File: config.mk
export PLATFORM = sky130hd
export DESIGN_NAME = sisc_fetch
export DESIGN_NICKNAME = d
export VERILOG_FILES = /design/src/rtl/sisc_fetch.sv
export SDC_FILE = /design/constraint.sdc
export NUM_CORES = 1
export LEC_CHECK = 0
export ABC_AREA = 0
export CELL_PAD_IN_SITES_DETAIL_PLACEMENT = 1
export CELL_PAD_IN_SITES_GLOBAL_PLACEMENT = 2
export CORE_ASPECT_RATIO = 0.9
export CORE_MARGIN = 5
export CORE_UTILIZATION = 30
export CTS_CLUSTER_SIZE = 10
export DETAILED_ROUTE_END_ITERATION = 16
export PLACE_DENSITY_LB_ADDON = 0.2
export SLEW_MARGIN = 20
export SYNTH_ARGS = -nofsm -noshare
export SYNTH_HDL_FRONTEND = slang
export SYNTH_SLANG_ARGS = --single-unit
File: constraint.sdc
create_clock -name clk -period 3.2 [get_ports clk]
set_input_delay 0.96 -clock clk [delete_from_list [all_inputs] [get_ports clk]]
set_output_delay 0.96 -clock clk [all_outputs]
set_load 0.02 [all_outputs]
File: src/rtl/sisc_fetch.sv
// Purpose: instruction fetch front end for the sisc core with 2-entry prefetch and branch redirect.
// Latency: request is driven in the FETCH cycle; an acked word reaches ir on the cycle after imem_ack.
// Backpressure: ir_ready low holds the FIFO head; no new request is issued while both slots are full.
//
// Ports:
//   clk, rst_f              clock (rising edge) and asynchronous active-low reset
//   imem_req/imem_addr      word-address read request, held until imem_ack
//   imem_ack/imem_rdata     memory response; acks without an outstanding request are ignored
//   ir/ir_pc/ir_valid       FIFO head toward the control unit (zero when empty)
//   ir_ready                consumer accepts ir this cycle (handoff = ir_valid & ir_ready)
//   br_take/br_addr         single-cycle redirect: flush prefetch, restart fetch at br_addr
//   halted                  a HALT word has been handed off (sticky until reset)
//
// Optional feature macro: SISC_FETCH_HALT_EN
//   defined   : a fetched word with opcode 4'hF stops fetching; its handoff sets halted,
//               and redirects are ignored once halted.
//   undefined : opcode 4'hF is an ordinary instruction and halted is tied low.

module sisc_fetch (
  input  logic        clk,
  input  logic        rst_f,
  output logic        imem_req,
  output logic [15:0] imem_addr,
  input  logic        imem_ack,
  input  logic [31:0] imem_rdata,
  output logic [31:0] ir,
  output logic [15:0] ir_pc,
  output logic        ir_valid,
  input  logic        ir_ready,
  input  logic        br_take,
  input  logic [15:0] br_addr,
  output logic        halted
);

  typedef enum logic [1:0] {
    ST_FETCH = 2'd0,
    ST_WAIT  = 2'd1,
    ST_STOP  = 2'd2
  } state_t;

  typedef struct packed {
    logic [15:0] addr;
    logic [31:0] word;
  } fq_entry_t;

  // ---------------------------------------------------------------------------
  // State
  // ---------------------------------------------------------------------------
  state_t      state_q, state_d;
  logic [15:0] pc_q, pc_d;
  logic [15:0] req_addr_q, req_addr_d;   // address of the outstanding request
  logic        discard_q, discard_d;     // drop the ack of a request made stale by a redirect

  fq_entry_t   fq_q [2];
  logic        wr_ptr_q;
  logic        rd_ptr_q;
  logic [1:0]  count_q;

  // ---------------------------------------------------------------------------
  // Control strobes
  // ---------------------------------------------------------------------------
  logic        handoff;
  logic        redirect;
  logic        is_halt_word;
  logic        req_c;
  logic        push;
  logic        flush;
  fq_entry_t   head;
  fq_entry_t   push_entry;

  assign head       = fq_q[rd_ptr_q];
  assign ir_valid   = (count_q != 2'd0);
  assign ir         = ir_valid ? head.word : 32'h0000_0000;
  assign ir_pc      = ir_valid ? head.addr : 16'h0000;
  assign handoff    = ir_valid & ir_ready;

  assign push_entry = '{addr: req_addr_q, word: imem_rdata};

`ifdef SISC_FETCH_HALT_EN
  logic halted_q;

  assign is_halt_word = (imem_rdata[31:28] == 4'hF);
  // Once the HALT word has been consumed the front end is frozen until reset.
  assign redirect     = br_take & ~halted_q;
  assign halted       = halted_q;

  always_ff @(posedge clk or negedge rst_f) begin
    if (!rst_f) begin
      halted_q <= 1'b0;
    end else if (handoff && (ir[31:28] == 4'hF)) begin
      halted_q <= 1'b1;
    end
  end
`else
  assign is_halt_word = 1'b0;
  assign redirect     = br_take;
  assign halted       = 1'b0;
`endif

  // ---------------------------------------------------------------------------
  // Fetch FSM: next state and strobes
  // ---------------------------------------------------------------------------
  always_comb begin
    state_d    = state_q;
    pc_d       = pc_q;
    req_addr_d = req_addr_q;
    discard_d  = discard_q;
    req_c      = 1'b0;
    push       = 1'b0;
    flush      = 1'b0;

    unique case (state_q)
      ST_FETCH: begin
        if (redirect) begin
          // Do not launch a request for the old PC; the target goes out next cycle.
          flush = 1'b1;
          pc_d  = br_addr;
        end else if (count_q != 2'd2) begin
          // Nothing is pending in FETCH, so a free slot is just count < 2.
          req_c      = 1'b1;
          req_addr_d = pc_q;
          state_d    = ST_WAIT;
        end
      end

      ST_WAIT: begin
        req_c = 1'b1;
        if (redirect) begin
          flush = 1'b1;
          pc_d  = br_addr;
          if (imem_ack) begin
            // Response arrives with the redirect: consume and drop it here.
            discard_d = 1'b0;
            state_d   = ST_FETCH;
          end else begin
            // Request stays on the bus until acked; mark its data stale.
            discard_d = 1'b1;
          end
        end else if (imem_ack) begin
          discard_d = 1'b0;
          state_d   = ST_FETCH;
          if (!discard_q) begin
            push = 1'b1;
            pc_d = pc_q + 16'd1;
            if (is_halt_word) begin
              state_d = ST_STOP;
            end
          end
        end
      end

      ST_STOP: begin
        // A redirect before the HALT word is consumed flushes it and resumes fetch.
        if (redirect) begin
          flush   = 1'b1;
          pc_d    = br_addr;
          state_d = ST_FETCH;
        end
      end

      default: begin
        state_d = ST_FETCH;
      end
    endcase
  end

  // Gate with reset so the bus is idle while rst_f is low even though the
  // reset state (FETCH, empty FIFO) would otherwise request immediately.
  assign imem_req  = rst_f & req_c;
  assign imem_addr = (state_q == ST_WAIT) ? req_addr_q : pc_q;

  // ---------------------------------------------------------------------------
  // FSM / PC registers
  // ---------------------------------------------------------------------------
  always_ff @(posedge clk or negedge rst_f) begin
    if (!rst_f) begin
      state_q    <= ST_FETCH;
      pc_q       <= 16'h0000;
      req_addr_q <= 16'h0000;
      discard_q  <= 1'b0;
    end else begin
      state_q    <= state_d;
      pc_q       <= pc_d;
      req_addr_q <= req_addr_d;
      discard_q  <= discard_d;
    end
  end

  // ---------------------------------------------------------------------------
  // 2-entry prefetch FIFO. A handoff in the same cycle as a flush is simply
  // absorbed by the flush. Push with pop while full writes the slot being
  // read; the head has already been presented combinationally this cycle.
  // ---------------------------------------------------------------------------
  always_ff @(posedge clk or negedge rst_f) begin
    if (!rst_f) begin
      fq_q[0]  <= '0;
      fq_q[1]  <= '0;
      wr_ptr_q <= 1'b0;
      rd_ptr_q <= 1'b0;
      count_q  <= 2'd0;
    end else if (flush) begin
      wr_ptr_q <= 1'b0;
      rd_ptr_q <= 1'b0;
      count_q  <= 2'd0;
    end else begin
      if (push) begin
        fq_q[wr_ptr_q] <= push_entry;
        wr_ptr_q       <= ~wr_ptr_q;
      end
      if (handoff) begin
        rd_ptr_q <= ~rd_ptr_q;
      end
      unique case ({push, handoff})
        2'b10:   count_q <= count_q + 2'd1;
        2'b01:   count_q <= count_q - 2'd1;
        default: count_q <= count_q;
      endcase
    end
  end

endmodule

## Word-level counts from Yosys, hierarchy flattened

Index checks and enable logic that the tools add are counted.

- $lt $le $gt $ge: 3
- Add/subtract/negate cells: 3
- Bitwise gates (word level): 8
- Equality and inequality tests: 12
- Reduce and logical (&&, ||, !) cells: 15
- Muxes and demuxes: 37

Operators by type and width:

| operator | count |
|---|---|
| two-way mux 48 bit | 4 |
| bitwise mux 96 bit | 1 |
| two-way mux 16 bit | 6 |
| demux 48 bit (select 1 bit) | 1 |
| two-way mux 32 bit | 1 |
| case mux 16 bit (2 select lines) | 1 |
| adder 16 x 1 -> 16 bit (second input constant) | 1 |
| two-way mux 1 bit | 15 |
| two-way mux 2 bit | 5 |
| != test 2 bit (second input constant) | 5 |
| nonzero test 2 bit | 5 |
| AND reduction 4 bit | 2 |
| != test 3 bit (second input constant) | 2 |
| case mux 2 bit (3 select lines) | 1 |
| == test 2 x 1 -> 1 bit (second input constant) | 2 |
| == test 2 bit (second input constant) | 2 |
| >= comparator 2 bit (second input constant) | 2 |
| inverter 1 bit | 4 |
| inverter 1 -> 2 bit | 2 |
| case mux 2 bit (2 select lines) | 1 |
| AND reduction 2 bit | 2 |
| AND reduction 3 bit | 1 |
| nonzero test 3 bit | 1 |
| OR reduction 3 bit | 1 |
| 9 further kinds | 10 |

- Input port bits: 53
- Output and inout port bits: 67
- Register bits after elaboration: 135

## Logic depth before layout (Yosys ltp)

- Word-level depth: 7
- Gate-level depth with buffers: 7

## Worst setup path after synthesis

Ideal clock, no wire load.

- Path kind: input -> output
- Start point: input br_take
- End point: output imem_req
- Path buffers: 1
- Data required time: 2240 ps
- Slack: 713 ps
- Data arrival time: 1527 ps
- Stages on the path: 3
- Path through: clkbuf_1 -> nor2_1 -> o21a_1

- Word-level cells in the longest chain between the ends: 3

RTL lines:

| what | line | text |
|---|---|---|
| from (decl) | 30 | `input logic br_take,` |
| two-way mux 1 bit | 114 | `if (redirect) begin` |
| case mux 1 bit (2 select lines) | 112 | `unique case (state_q)` |
| bitwise AND 1 bit | 169 | `assign imem_req = rst_f & req_c;` |
| to (decl) | 22 | `output logic imem_req,` |

No other way between the ends.

## Worst setup path after layout

- Start point: register count_q[0]
- End point: output ir_pc[13]

- Word-level cells in the longest chain between the ends: 2

RTL lines:

| what | line | text |
|---|---|---|
| from (decl) | 57 | `logic [1:0] count_q;` |
| from (signal assigned) | 214 | `2'b10: count_q <= count_q + 2'd1;` |
| from (signal assigned) | 215 | `2'b01: count_q <= count_q - 2'd1;` |
| from (signal assigned) | 216 | `default: count_q <= count_q;` |
| nonzero test 2 bit | 72 | `assign ir_valid = (count_q != 2'd0);` |
| two-way mux 16 bit | 74 | `assign ir_pc = ir_valid ? head.addr : 16'h0000;` |
| to (decl) | 27 | `output logic [15:0] ir_pc,` |

No other way between the ends.

==> summary.md <==
| Metric | Value |
|---|---|
| TritonCTS Buffers | 17 |
| Initial DRC Count | 238 |
| Final instance area | 0.00855 mm^2 |
| Starting Density | 0.305 |
| First-pass GRT wire length | 27.9 mm |
| Core ar. | 0.0208 mm^2 |
| Max clock buf depth | 2 |
| Critical Path AT | 2.09 ns |
| Drc violations | 0 |
| Routed wire length per instance | 18.4 um |
| Post-route setup TNS | 0 ns |
| Simple logic cell fraction of the synthesized area | 0.0851 |
| Min-delay src | fq_q[29] |
| Detailed Routing Iterations Pass 1 | 4 |
| GRT Residual Overflow | 0 |
| Final net count | 694 |
| Critical Path RT | 2.24 ns |
| Family with the most delay on the worst path | buffers and inverters |
| FFs w/ async S/R, synth | 1.00 |
| R2r setup slk | 0.90 ns |
| Final hold violations | 0 |
| Power density cells | 734 mW/mm^2 |
| CP endpoint kind | primary output |
| CP peak stage delay | 0.60 ns |
| Dpl hpwl | 11.8 mm |
| Post-Syn Instances | 521 |
| Die Span X | 163 um |
| Leading area contributor after synthesis | dfrtp_1 |
| Area after DPL | 0.00796 mm^2 |
| Reg2Reg Depth | 5 |
| Crit path launch | count_q[0] |
| Slew margin rel. | 0.460 |
| FF/Latch Area | 0.00336 mm^2 |
| Sequential share of the synthesized area | 0.528 |
| H-Tree Depth | 4 |
| EDFF count, synth | 0 |
| Commonest cells after routing, fill and taps aside | dfrtp_1, mux2_2, clkdlybuf4s50_1, nor2_1, mux2i_1 |
| CTS clock-pin slew for the worst setup and hold paths | 0.06 ns |
| Max Cap Viol | 0 |
| Clock sink count | 134 |
| I/O pin cnt | 120 |
| ANT cells | 0 |
| Final Cycle Share | 0.953 |
| Mux contribution to synthesized area | 0.301 |
| CTS tree | built |
| Commonest non-fill, non-tap cell in the layout | dfrtp_1 |
| Post-detailed-routing wire length | 17.2 mm |
| Layout cells sized above 1 | 0.288 |
| Top_reg_cell synth | dfrtp_1 |
| Vias | 4520 |
| Largest net degree at the start of global routing | 74 |
| Slew Viols, Final | 0 |
| Leakage | 3.48 nW |
| Syn nets | 575 |
| Worst hold path cell count | 1 |
| Main combinational cell family by area after synthesis | multiplexers |
| GP Congestion | 0.784 |
| Synth Area in Adders | 0.00197 |
| Synth Area in Compound Gates | 0.0503 |
| Die Area | 0.0242 mm^2 |
| Synthesized cell area | 0.00635 mm^2 |
| RR Endpoint | pc_q[14] |
| Postcts setup bufs | 0 |
| #FFs+latches synth | 134 |
| Synth-to-Final Area Change | 34.6% |
| Clk_lat worst skew | 0.42 ns |
| CP bufs+invs | 2 |
| Top post-synthesis cells by area | dfrtp_1, mux2_2, mux2i_1 |
| Max rail drop VDD | 0.359 mV |
| Area share of the largest cell type after synthesis | 0.528 |
| Final Skew | 0.00847 ns |
| Final worst path period need | 3.05 ns |
| Crit-path max FO | 36 |
| Distinct cells, synth | 50 |
| Worst setup path category | flop to primary output |
| Post-route ant nets | 0 |
| Hold Path Class | flop to flop |
| Buffers added on ports | 118 |
| Synth Area in XOR/XNOR | 0.00552 |
| Final setup viols | 0 |
| Clock root cell | clkbuf_16 |
| # fillers | 2197 |
| Status | complete, no violations |
| Vias per std cell | 4.81 |
| Hold EP | fq_q[29] |
| Startpoint Class | flop |
| Peak Freq | 0.328 GHz |
| Die Y | 148 um |
| Row count | 50 |
| GRT Total Usage | 0.147 |
| RSZ-0062 raised after global routing | false |
| Synthesized area per cell | 12.2 um^2 |
| CP cell instances | nor2_4 -> buf_4 -> nor2_1 -> clkdlybuf4s50_1 |
| Multi-input logic area | 0.00284 mm^2 |
| Slew @ Worst Pin | 0.809 ns |
| R2r startpoint | pc_q[0] |
| Initial antenna violation count | 0 |
| Worst path slowest cell | clkdlybuf4s50_1 |
| Vias in the first global route | 5002 |
| Synthesis warning total | 0 |
[cells by family (layout without fill, tap and decap cells)]
group / count (synthesis) / after routing
mux: 175 / 175
flops: 134 / 134
simple gates: 115 / 115
compound gates: 51 / 51
buf+inv: 40 / 172
xor+xnor: 4 / 4
fa+ha+maj: 1 / 1
other cells: 1 / 1
[metrics by stage]
stage / total power, W / hold WS, ns / instances / worst slack [ns] / utilization
after floorplan: 0.00373 / 0.479 / 521 / 0.713 / -
after global placement: 0.00435 / 0.486 / 907 / 0.0283 / 0.382
after detailed placement: 0.00445 / 0.494 / 907 / 0.0401 / 0.382
after CTS: 0.00638 / 0.507 / 939 / 0.0294 / 0.410
after global routing: 0.00666 / 0.521 / 939 / 0.00394 / 0.410
final: 0.00627 / 0.505 / 939 / 0.150 / 0.410
[worst reg2reg max path, cell delays in order (launching register included)]
cell and delay [ns]:
dfrtp_1 0.51, ha_1 0.33, nand4_1 0.29, or4_1 0.61
a222oi_1 0.30, o41ai_1 0.13
[how the worst max path moves through the flow]
stage           endpoint  depth (start not counted)
2_1_floorplan   imem_req                          3
3_3_place_gp    imem_req                          4
3_5_place_dp    imem_req                          4
4_1_cts         imem_req                          4
5_1_grt        ir_pc[13]                          4
6_report       ir_pc[13]                          4
[state kept, by name, indices dropped and copies added (netlist names)]
register    count
state_q         1
rd_ptr_q        1
req_addr_q     16
discard_q       1
count_q         2
wr_ptr_q        1
fq_q           96
pc_q           16
[Yosys cell counts, types with 2 or more instances]
| cell | number |
|---|---|
| dfrtp_1 | 134 |
| mux2_2 | 127 |
| nor2_1 | 60 |
| mux2i_1 | 48 |
| a21oi_1 | 18 |
| clkbuf_1 | 16 |
| nand2_1 | 15 |
| buf_2 | 13 |
| nand3_1 | 13 |
| o21ai_0 | 9 |
| o22ai_1 | 6 |
| buf_1 | 5 |
| inv_1 | 4 |
| nand4_1 | 4 |
| a22oi_1 | 3 |
| and3_1 | 3 |
| nor2b_1 | 3 |
| xnor2_1 | 3 |
| a21o_1 | 2 |
| buf_4 | 2 |
| nand2b_1 | 2 |
| nor3_1 | 2 |
| o31ai_1 | 2 |
[layout make-up]
| class | count | share of cell area |
|---|---|---|
| Multi-Input combinational cell | 347 | 0.333 |
| Tap cell | 286 | 0.0419 |
| Sequential cell | 134 | 0.393 |
| Clock inverter | 13 | 0.0145 |
| Timing Repair Buffer | 136 | 0.164 |
| Inverter | 4 | 0.00176 |
| Clock buffer | 19 | 0.0530 |
[per-layer routing]
layer	share of wire	vias up	GRT usage
met3	0.034	16	0.0368
met5	0	-	0
met2	0.49	82	0.238
met4	0.011	0	0.0390
li1	-	2090	-
met1	0.47	2332	0.199
[repair_timing]
item                                    in CTS  in global routing
hold buffers                                 0                  0
gates resized for setup                      0                  2
endpoints found under the setup margin       0                  3
[power breakdown]
group | switching (W) | internal (W)
Sequential | 0.000413 | 0.00230
Combinational | 0.000720 | 0.000958
Clock | 0.000767 | 0.00112
Total | 0.00190 | 0.00437
Note: power is estimated with default switching activity, not from simulation.
